$ cat config.mk
export PLATFORM = sky130hd
export DESIGN_NAME = operand_fetch_stage
export DESIGN_NICKNAME = d
export VERILOG_FILES = /design/src/rtl/operand_fetch_stage_pkg.sv /design/src/rtl/operand_fetch_stage_forward_mux.sv /design/src/rtl/operand_fetch_stage.sv
export SDC_FILE = /design/constraint.sdc
export NUM_CORES = 1
export LEC_CHECK = 0
export BUFFER_PORTS_ARGS = -buffer_cell sky130_fd_sc_hd__buf_2
export CAP_MARGIN = 20
export CORE_MARGIN = 10
export CORE_UTILIZATION = 40
export CTS_CLUSTER_SIZE = 40
export DETAILED_ROUTE_END_ITERATION = 16
export GPL_ROUTABILITY_DRIVEN = 0
export GPL_TIMING_DRIVEN = 0
export PLACE_DENSITY = 0.69
export SYNTH_ARGS = -nofsm -noshare
export SYNTH_HDL_FRONTEND = slang
export SYNTH_HIERARCHICAL = 1
export SYNTH_SLANG_ARGS = --single-unit
$ cat constraint.sdc
create_clock -name clk -period 5 [get_ports clk]
set_clock_uncertainty 0.05 [all_clocks]
set_input_delay 1 -clock clk [delete_from_list [all_inputs] [get_ports clk]]
set_output_delay 1 -clock clk [all_outputs]
set_load 0.02 [all_outputs]
$ cat src/rtl/operand_fetch_stage_pkg.sv
// Shared constants and helpers for the operand fetch stage.
//   registerFileAdressBits / registerDataWidth : register file geometry
//   opcodeWidth / immWidth                      : instruction fields carried to EX
//   stallCountWidth                             : width of the load-use stall counter
//   addrHit()                                   : "this write port targets register a"
package operand_fetch_stage_pkg;

    localparam int registerFileAdressBits = 5;
    localparam int registerDataWidth      = 16;
    localparam int opcodeWidth            = 4;
    localparam int immWidth               = 16;
    localparam int stallCountWidth        = 16;

    // True when an enabled write targets the given read address.
    function automatic logic addrHit(
        input logic                              writeEn,
        input logic [registerFileAdressBits-1:0] writeAddr,
        input logic [registerFileAdressBits-1:0] readAddr
    );
        return writeEn && (writeAddr == readAddr);
    endfunction

endpackage

$ cat src/rtl/operand_fetch_stage_forward_mux.sv
// Combinational operand resolution for one source register.
// Ports:
//   src                    source register address
//   regData                register file read data for src
//   exRegWrite/exMemRead   EX write enable / EX is a load (result not ready)
//   exRd/exResult          EX destination and ALU result
//   wbRegWrite/wbRd/wbData WB write port (same as the register file write port)
//   operand                resolved value
// Priority: r0 -> EX (younger) -> WB (not yet in the file) -> register file.
module forward_mux
    import operand_fetch_stage_pkg::*;
(
    input  logic [registerFileAdressBits-1:0] src,
    input  logic [registerDataWidth-1:0]      regData,
    input  logic                              exRegWrite,
    input  logic                              exMemRead,
    input  logic [registerFileAdressBits-1:0] exRd,
    input  logic [registerDataWidth-1:0]      exResult,
    input  logic                              wbRegWrite,
    input  logic [registerFileAdressBits-1:0] wbRd,
    input  logic [registerDataWidth-1:0]      wbData,
    output logic [registerDataWidth-1:0]      operand
);

    always_comb begin
        operand = regData;
        if (src == '0) begin
            operand = '0;
        end else if (addrHit(exRegWrite && !exMemRead, exRd, src)) begin
            // A load in EX has no data yet; the hazard logic stalls instead.
            operand = exResult;
        end else if (addrHit(wbRegWrite, wbRd, src)) begin
            operand = wbData;
        end
    end

endmodule

$ cat src/rtl/operand_fetch_stage.sv
// Decode-to-execute stage: drives register file read addresses, forwards
// from EX/WB, stalls on load-use hazards and holds the ID/EX register.
// Ports:
//   clk, clear                 clock, asynchronous active-high reset
//   in_*                       decode side instruction + valid/ready
//   flush                      squash ID/EX register (branch taken)
//   readReg1/2, dataReg1/2     register file read ports
//   ex_*, wb_*                 forwarding sources
//   out_*                      ID/EX register + valid/ready to EX
//   stall_count                saturating count of load-use stall cycles
module operand_fetch_stage
    import operand_fetch_stage_pkg::*;
#(
    parameter int opWidth    = opcodeWidth,
    parameter int iWidth     = immWidth,
    parameter int stallWidth = stallCountWidth
) (
    input  logic                              clk,
    input  logic                              clear,
    input  logic                              in_valid,
    output logic                              in_ready,
    input  logic [registerFileAdressBits-1:0] in_rs1,
    input  logic [registerFileAdressBits-1:0] in_rs2,
    input  logic [registerFileAdressBits-1:0] in_rd,
    input  logic [opWidth-1:0]                in_op,
    input  logic [iWidth-1:0]                 in_imm,
    input  logic                              in_regWrite,
    input  logic                              in_memRead,
    input  logic                              flush,
    output logic [registerFileAdressBits-1:0] readReg1,
    output logic [registerFileAdressBits-1:0] readReg2,
    input  logic [registerDataWidth-1:0]      dataReg1,
    input  logic [registerDataWidth-1:0]      dataReg2,
    input  logic                              ex_regWrite,
    input  logic                              ex_memRead,
    input  logic [registerFileAdressBits-1:0] ex_rd,
    input  logic [registerDataWidth-1:0]      ex_result,
    input  logic                              wb_regWrite,
    input  logic [registerFileAdressBits-1:0] wb_rd,
    input  logic [registerDataWidth-1:0]      wb_data,
    output logic                              out_valid,
    input  logic                              out_ready,
    output logic [opWidth-1:0]                out_op,
    output logic [iWidth-1:0]                 out_imm,
    output logic [registerFileAdressBits-1:0] out_rd,
    output logic                              out_regWrite,
    output logic                              out_memRead,
    output logic [registerDataWidth-1:0]      out_opA,
    output logic [registerDataWidth-1:0]      out_opB,
    output logic [stallWidth-1:0]             stall_count
);

    logic [registerFileAdressBits-1:0] srcAddr  [2];
    logic [registerDataWidth-1:0]      srcData  [2];
    logic [registerDataWidth-1:0]      resolved [2];

    assign readReg1   = in_rs1;
    assign readReg2   = in_rs2;
    assign srcAddr[0] = in_rs1;
    assign srcAddr[1] = in_rs2;
    assign srcData[0] = dataReg1;
    assign srcData[1] = dataReg2;

    genvar gi;
    generate
        for (gi = 0; gi < 2; gi++) begin : g_fwd
            forward_mux u_forward_mux (
                .src        (srcAddr[gi]),
                .regData    (srcData[gi]),
                .exRegWrite (ex_regWrite),
                .exMemRead  (ex_memRead),
                .exRd       (ex_rd),
                .exResult   (ex_result),
                .wbRegWrite (wb_regWrite),
                .wbRd       (wb_rd),
                .wbData     (wb_data),
                .operand    (resolved[gi])
            );
        end
    endgenerate

    logic validReg;
    logic slotFree;
    logic loadUse;
    logic stallEvent;
    logic accept;

    // Slot can take a new instruction when empty or being drained this cycle.
    assign slotFree   = !validReg || out_ready;
    assign loadUse    = in_valid && ex_regWrite && ex_memRead && (ex_rd != '0)
                        && ((ex_rd == in_rs1) || (ex_rd == in_rs2));
    assign stallEvent = loadUse && slotFree;
    // flush also drops whatever decode presents in the same cycle.
    assign in_ready   = !clear && !flush && !loadUse && slotFree;
    assign accept     = in_valid && in_ready;
    assign out_valid  = validReg;

    always_ff @(posedge clk or posedge clear) begin
        if (clear) begin
            validReg     <= 1'b0;
            out_op       <= '0;
            out_imm      <= '0;
            out_rd       <= '0;
            out_regWrite <= 1'b0;
            out_memRead  <= 1'b0;
            out_opA      <= '0;
            out_opB      <= '0;
        end else begin
            if (flush) begin
                validReg <= 1'b0;
            end else if (accept) begin
                validReg     <= 1'b1;
                out_op       <= in_op;
                out_imm      <= in_imm;
                out_rd       <= in_rd;
                out_regWrite <= in_regWrite;
                out_memRead  <= in_memRead;
                out_opA      <= resolved[0];
                out_opB      <= resolved[1];
            end else if (slotFree) begin
                // Drained with nothing to replace it, or a load-use bubble.
                validReg <= 1'b0;
            end
        end
    end

    always_ff @(posedge clk or posedge clear) begin
        if (clear) begin
            stall_count <= '0;
        end else if (stallEvent && (stall_count != '1)) begin
            stall_count <= stall_count + 1'b1;
        end
    end

endmodule

Yosys cells after proc, flatten, opt, wreduce, memory -nomap -nowiden
Cells that the tools add are included.

$add $sub $neg: 1. Equality and inequality tests: 5. Multiplexer cells: 9. Bitwise operators: 1. Reduce and logical (&&, ||, !) cells: 27.

Operators with widths (count): 16-bit 2-to-1 mux (6); 5-bit equality test (4); 16-bit by 1-bit adder with 16-bit output (second input constant) (1); 16-bit != test (second input constant) (1); 1-bit logical AND (15); 5-bit zero test (2); 1-bit zero test (5); 5-bit nonzero test (1); 1-bit 2-to-1 mux (3); 3-bit nonzero test (1); 1-bit logical OR (2); 2-bit AND reduction (1); 1-bit NOT (1).

Register bits after elaboration: 76. Output and inout port bits: 87.

Logic depth before layout (Yosys ltp)
Depth in word-level cells: 10. Mapped depth: 7. Gate-level depth less buffers: 5.

By module
Netlist, hierarchy kept.

By module, submodules not included: operand_fetch_stage (instances 1, cells each 240, area each 3275.6 um^2); forward_mux (instances 2, cells each 96, area each 748.2 um^2).

Worst setup path before layout
No wires, ideal clock.

Path type: input-to-output. Start point: in ex_rd[1]. End point: out in_ready. Arrival time: 2.429 ns. Required time: 3.950 ns. Slack: 1.521 ns. Stages on the path: 4. Buffers on the path: 0. Cell sequence: or4_1 -> o2111a_1 -> and2_1 -> nor3_1.

Word-level cells in the longest chain between the ends: 6. Elaborated cells between the ends (all ways): 9. Those cells by class: 2 x eq/ne; 7 x reduce/logical.

Ends and longest elaborated chain: start: declaration (line operand_fetch_stage.sv:36) `input logic [registerFileAdressBits-1:0] ex_rd,`; 5-bit equality test / 5-bit nonzero test (equally long branches) (line operand_fetch_stage.sv:91, operand_fetch_stage.sv:90); 1-bit logical OR / 1-bit logical AND (equally long branches) (line operand_fetch_stage.sv:91, operand_fetch_stage.sv:90); 1-bit logical AND * (line operand_fetch_stage.sv:91) `&& ((ex_rd == in_rs1) || (ex_rd == in_rs2));`; 1-bit zero test * (line operand_fetch_stage.sv:94) `assign in_ready = !clear && !flush && !loadUse && slotFree;`; 1-bit logical AND * (2 in a row) (line operand_fetch_stage.sv:94); end: declaration (line operand_fetch_stage.sv:21) `output logic in_ready,`.

Every way passes the cells marked *; elsewhere a longest branch is shown, timed or not.

Final worst setup path
Same ends and word-level chain as after synthesis.

==> flow_metrics.tcl <==
set metrics [dict create \
    hold_viol_final 0 \
    cpPeakStageDelay_ns 0.55 \
    grt_usage_pct 19.2 \
    met1_usage_pct 21.1 \
    fmax_mhz 277 \
    root_buffer "clkbuf_16" \
    maxSlewViolCount 0 \
    fin_crit_ns 3.61 \
    cts_setup_buffers 0 \
    fp.coreArea_sq_mm 0.0116 \
    dpl.hpwl_mm 13.5 \
    crit_fanout 5 \
    area_delta_synth_final_pct 32.0 \
    cts.sinks 76 \
    routed_via_density 5.69 \
    max-cap-violations 0 \
    insertion_delay_ns 0.34 \
    drt-total-wl_mm 16.4 \
    crit_path_end_kind "output pin" \
    grt.busiest_layer "met2" \
    synth-adder-area-share_pct 0.262 \
    clk_path_buf_depth 2 \
    cts_hold_buf 0 \
    synth_xor_area_share_pct 9.65 \
    avgSynthCellArea_sq_um 11.0 \
    synth_top_area_share_pct 39.9 \
    final_cells 799 \
    hold_path.class "reg -> reg" \
    synth_edf_count 0 \
    clk_pin_slew_ns 0.06 \
    grt.met3_usage_pct 8.97 \
    cts_made_buffers 9 \
    grt_pass1_wl_mm 25.2 \
    power.density_mw_per_mm2 327 \
    rsz0062_at_grt "no" \
    start_util_pct 41.3 \
    peakVddDrop_mv 0.241 \
    grt_pass1_vias 4796 \
    cts_resized 0 \
    dieArea_sq_mm 0.0167 \
    fin_crit_sh_pct 72.1 \
    finalPower_mw 2.06 \
    drtAntennaViolNets 0 \
    syn_nets 552 \
    drtIter0Drc 346 \
    cts_tree "built" \
    htreeDepth 3 \
    status "finished clean" \
    synth_cell_types 43 \
    crit_slowest_cell "or4_1" \
    wl_per_cell_microns 20.6 \
    final.setup.tns_ns 0 \
    worstPathCellList "buf_2 -> or4_1 -> o2111a_1 -> and2_1 -> nor3_1 -> buf_2" \
    synth_cells 432 \
    grt_max_degree 62 \
    synth.mux.area_fraction_pct 14.2 \
    num_io_pins 206 \
    synth_ff_type "dfrtp_1" \
    yosysWarnings 6 \
    power.leakage_nw 2.81 \
    seq_area_frac_synth_pct 39.9 \
    worstPathRequired_ns 3.95 \
    antenna_found_initial 5 \
    syn-cell-area_sq_mm 0.00477 \
    setup_violations 0 \
    fp-row-count 39 \
    synth_top_family_by_area "simple AND/OR/NAND/NOR gates" \
    drive_gt1_share_pct 51.6 \
    synth_top_area_cell "dfrtp_1" \
    drt-pass1-iter-count 5 \
    crit_type "in -> out" \
    portBuffers 204 \
    ys_ff_latch 76 \
    path_common_cell "buf_2" \
    nets 768 \
    vias 4550 \
    cp-start-kind "primary input" \
    synth.top_cells.by_area "dfrtp_1 40%, mux2_2 12%, a311oi_2 6.3%" \
    dpl.cell_count 780 \
    fp.dieH_microns 129 \
    die_x_microns 129 \
    ys_async_sr_fraction_pct 100 \
    worst_pin_slew_ns 0.692 \
    drc_errors 0 \
    use_met2_pct 32.2 \
    fill_cells 1072 \
    grt_overflow 0 \
    crit_arrival_ns 2.56 \
    synth_compound_area_share_pct 13.6 \
    max_slew_margin_pct 53.9 \
    synth-simple-area-share_pct 16.5 \
]
metrics by stage:
stage / utilization, % / instance area (sq um) / setup slack, ns / hold WS, ns
after floorplan: - / 4770 / 1.52 / 0.550
after global placement: 51.6 / 5970 / 1.04 / 0.419
after detailed placement: 51.9 / 6000 / 1.27 / 0.428
after CTS: 54.4 / 6290 / 1.39 / 0.442
after global routing: 54.4 / 6290 / 1.32 / 0.461
final: 54.5 / 6300 / 1.39 / 0.435
routing by layer:
layer | vias up | part of all wire (%)
met5 | - | 0.22
li1 | 2082 | -
met1 | 2202 | 38
met2 | 224 | 48
met4 | 6 | 2.0
met3 | 36 | 12
synth_stat cells, types with 3 or more instances:
| cell | number |
|---|---|
| a211oi_1 | 4 |
| a311oi_1 | 8 |
| a311oi_2 | 20 |
| and3_1 | 6 |
| and4_1 | 3 |
| buf_1 | 4 |
| buf_2 | 8 |
| buf_4 | 12 |
| buf_6 | 8 |
| clkbuf_1 | 8 |
| dfrtp_1 | 76 |
| mux2_1 | 10 |
| mux2_2 | 50 |
| nand2_1 | 7 |
| nand3_1 | 13 |
| nand4_1 | 42 |
| nor2_1 | 5 |
| nor3_1 | 36 |
| o21ai_0 | 30 |
| o22a_1 | 4 |
| or4_1 | 3 |
| xnor2_1 | 33 |
| xnor2_2 | 10 |
worst max-delay path, delay by kind of cell:
family,cells,cell delay (ns)
AOI/OAI and AO/OA,1,0.30
buffers and inverters,2,0.35
and+or+nand+nor,3,0.90
cells by family (layout without fill, tap and decap cells):
logic type,Yosys count,after routing
and+or+nand+nor,132,132
DFF,76,76
AOI/OAI and AO/OA,75,75
muxes,60,60
xor gates and xnor gates,44,44
buffers and inverters,44,265
adders and majority gates,1,1
other,0,3
flip-flops by register name (all words and copies together) (netlist names):
name          flops
out_imm          16
stall_count      16
out_valid         1
out_memRead       1
out_op            4
out_rd            5
out_opB          16
out_opA          16
out_regWrite      1
area by class of cell:
type	count	area, sq um	area share [%]
antenna	3	7.51	0.119
buffer	42	275	4.37
clock buffer	10	229	3.63
clock inverter	6	62.6	0.993
inverter	2	10.0	0.159
multi-input combinational	312	2590	41.1
sequential	76	1900	30.2
tap	143	179	2.84
timing repair buffer	205	1050	16.6
report_power, final:
part / internal [mW] / switching [mW]
clock: 0.387 / 0.263
combinational: 0.257 / 0.371
sequential: 0.727 / 0.0583
total: 1.37 / 0.692
cells in the final DEF, fill, tap and decap left out, types with 10 or more instances in the layout:
cell type,count
buf_2,212
buf_4,12
xnor2_1,33
o21ai_0,30
mux2_2,50
mux2_1,10
xnor2_2,10
nand3_1,13
a311oi_2,20
dfrtp_1,76
nor3_1,36
nand4_1,42
path summary, 6_finish.rpt:
path	start	end	slack, ns	cells past startpoint
worst max-delay path	ex_rd[1]	in_ready	1.39	6
max in group asynchronous	clear	out_opB[6]	3.76	3
min in group asynchronous	clear	stall_count[0]	0.57	2
worst min-delay path	out_op[1]	out_op[1]	0.44	1
worst min register to register	out_op[1]	out_op[1]	0.44	1
worst max register to register	out_valid	out_op[3]	2.80	5
Note: power is estimated with default switching activity, not from simulation.
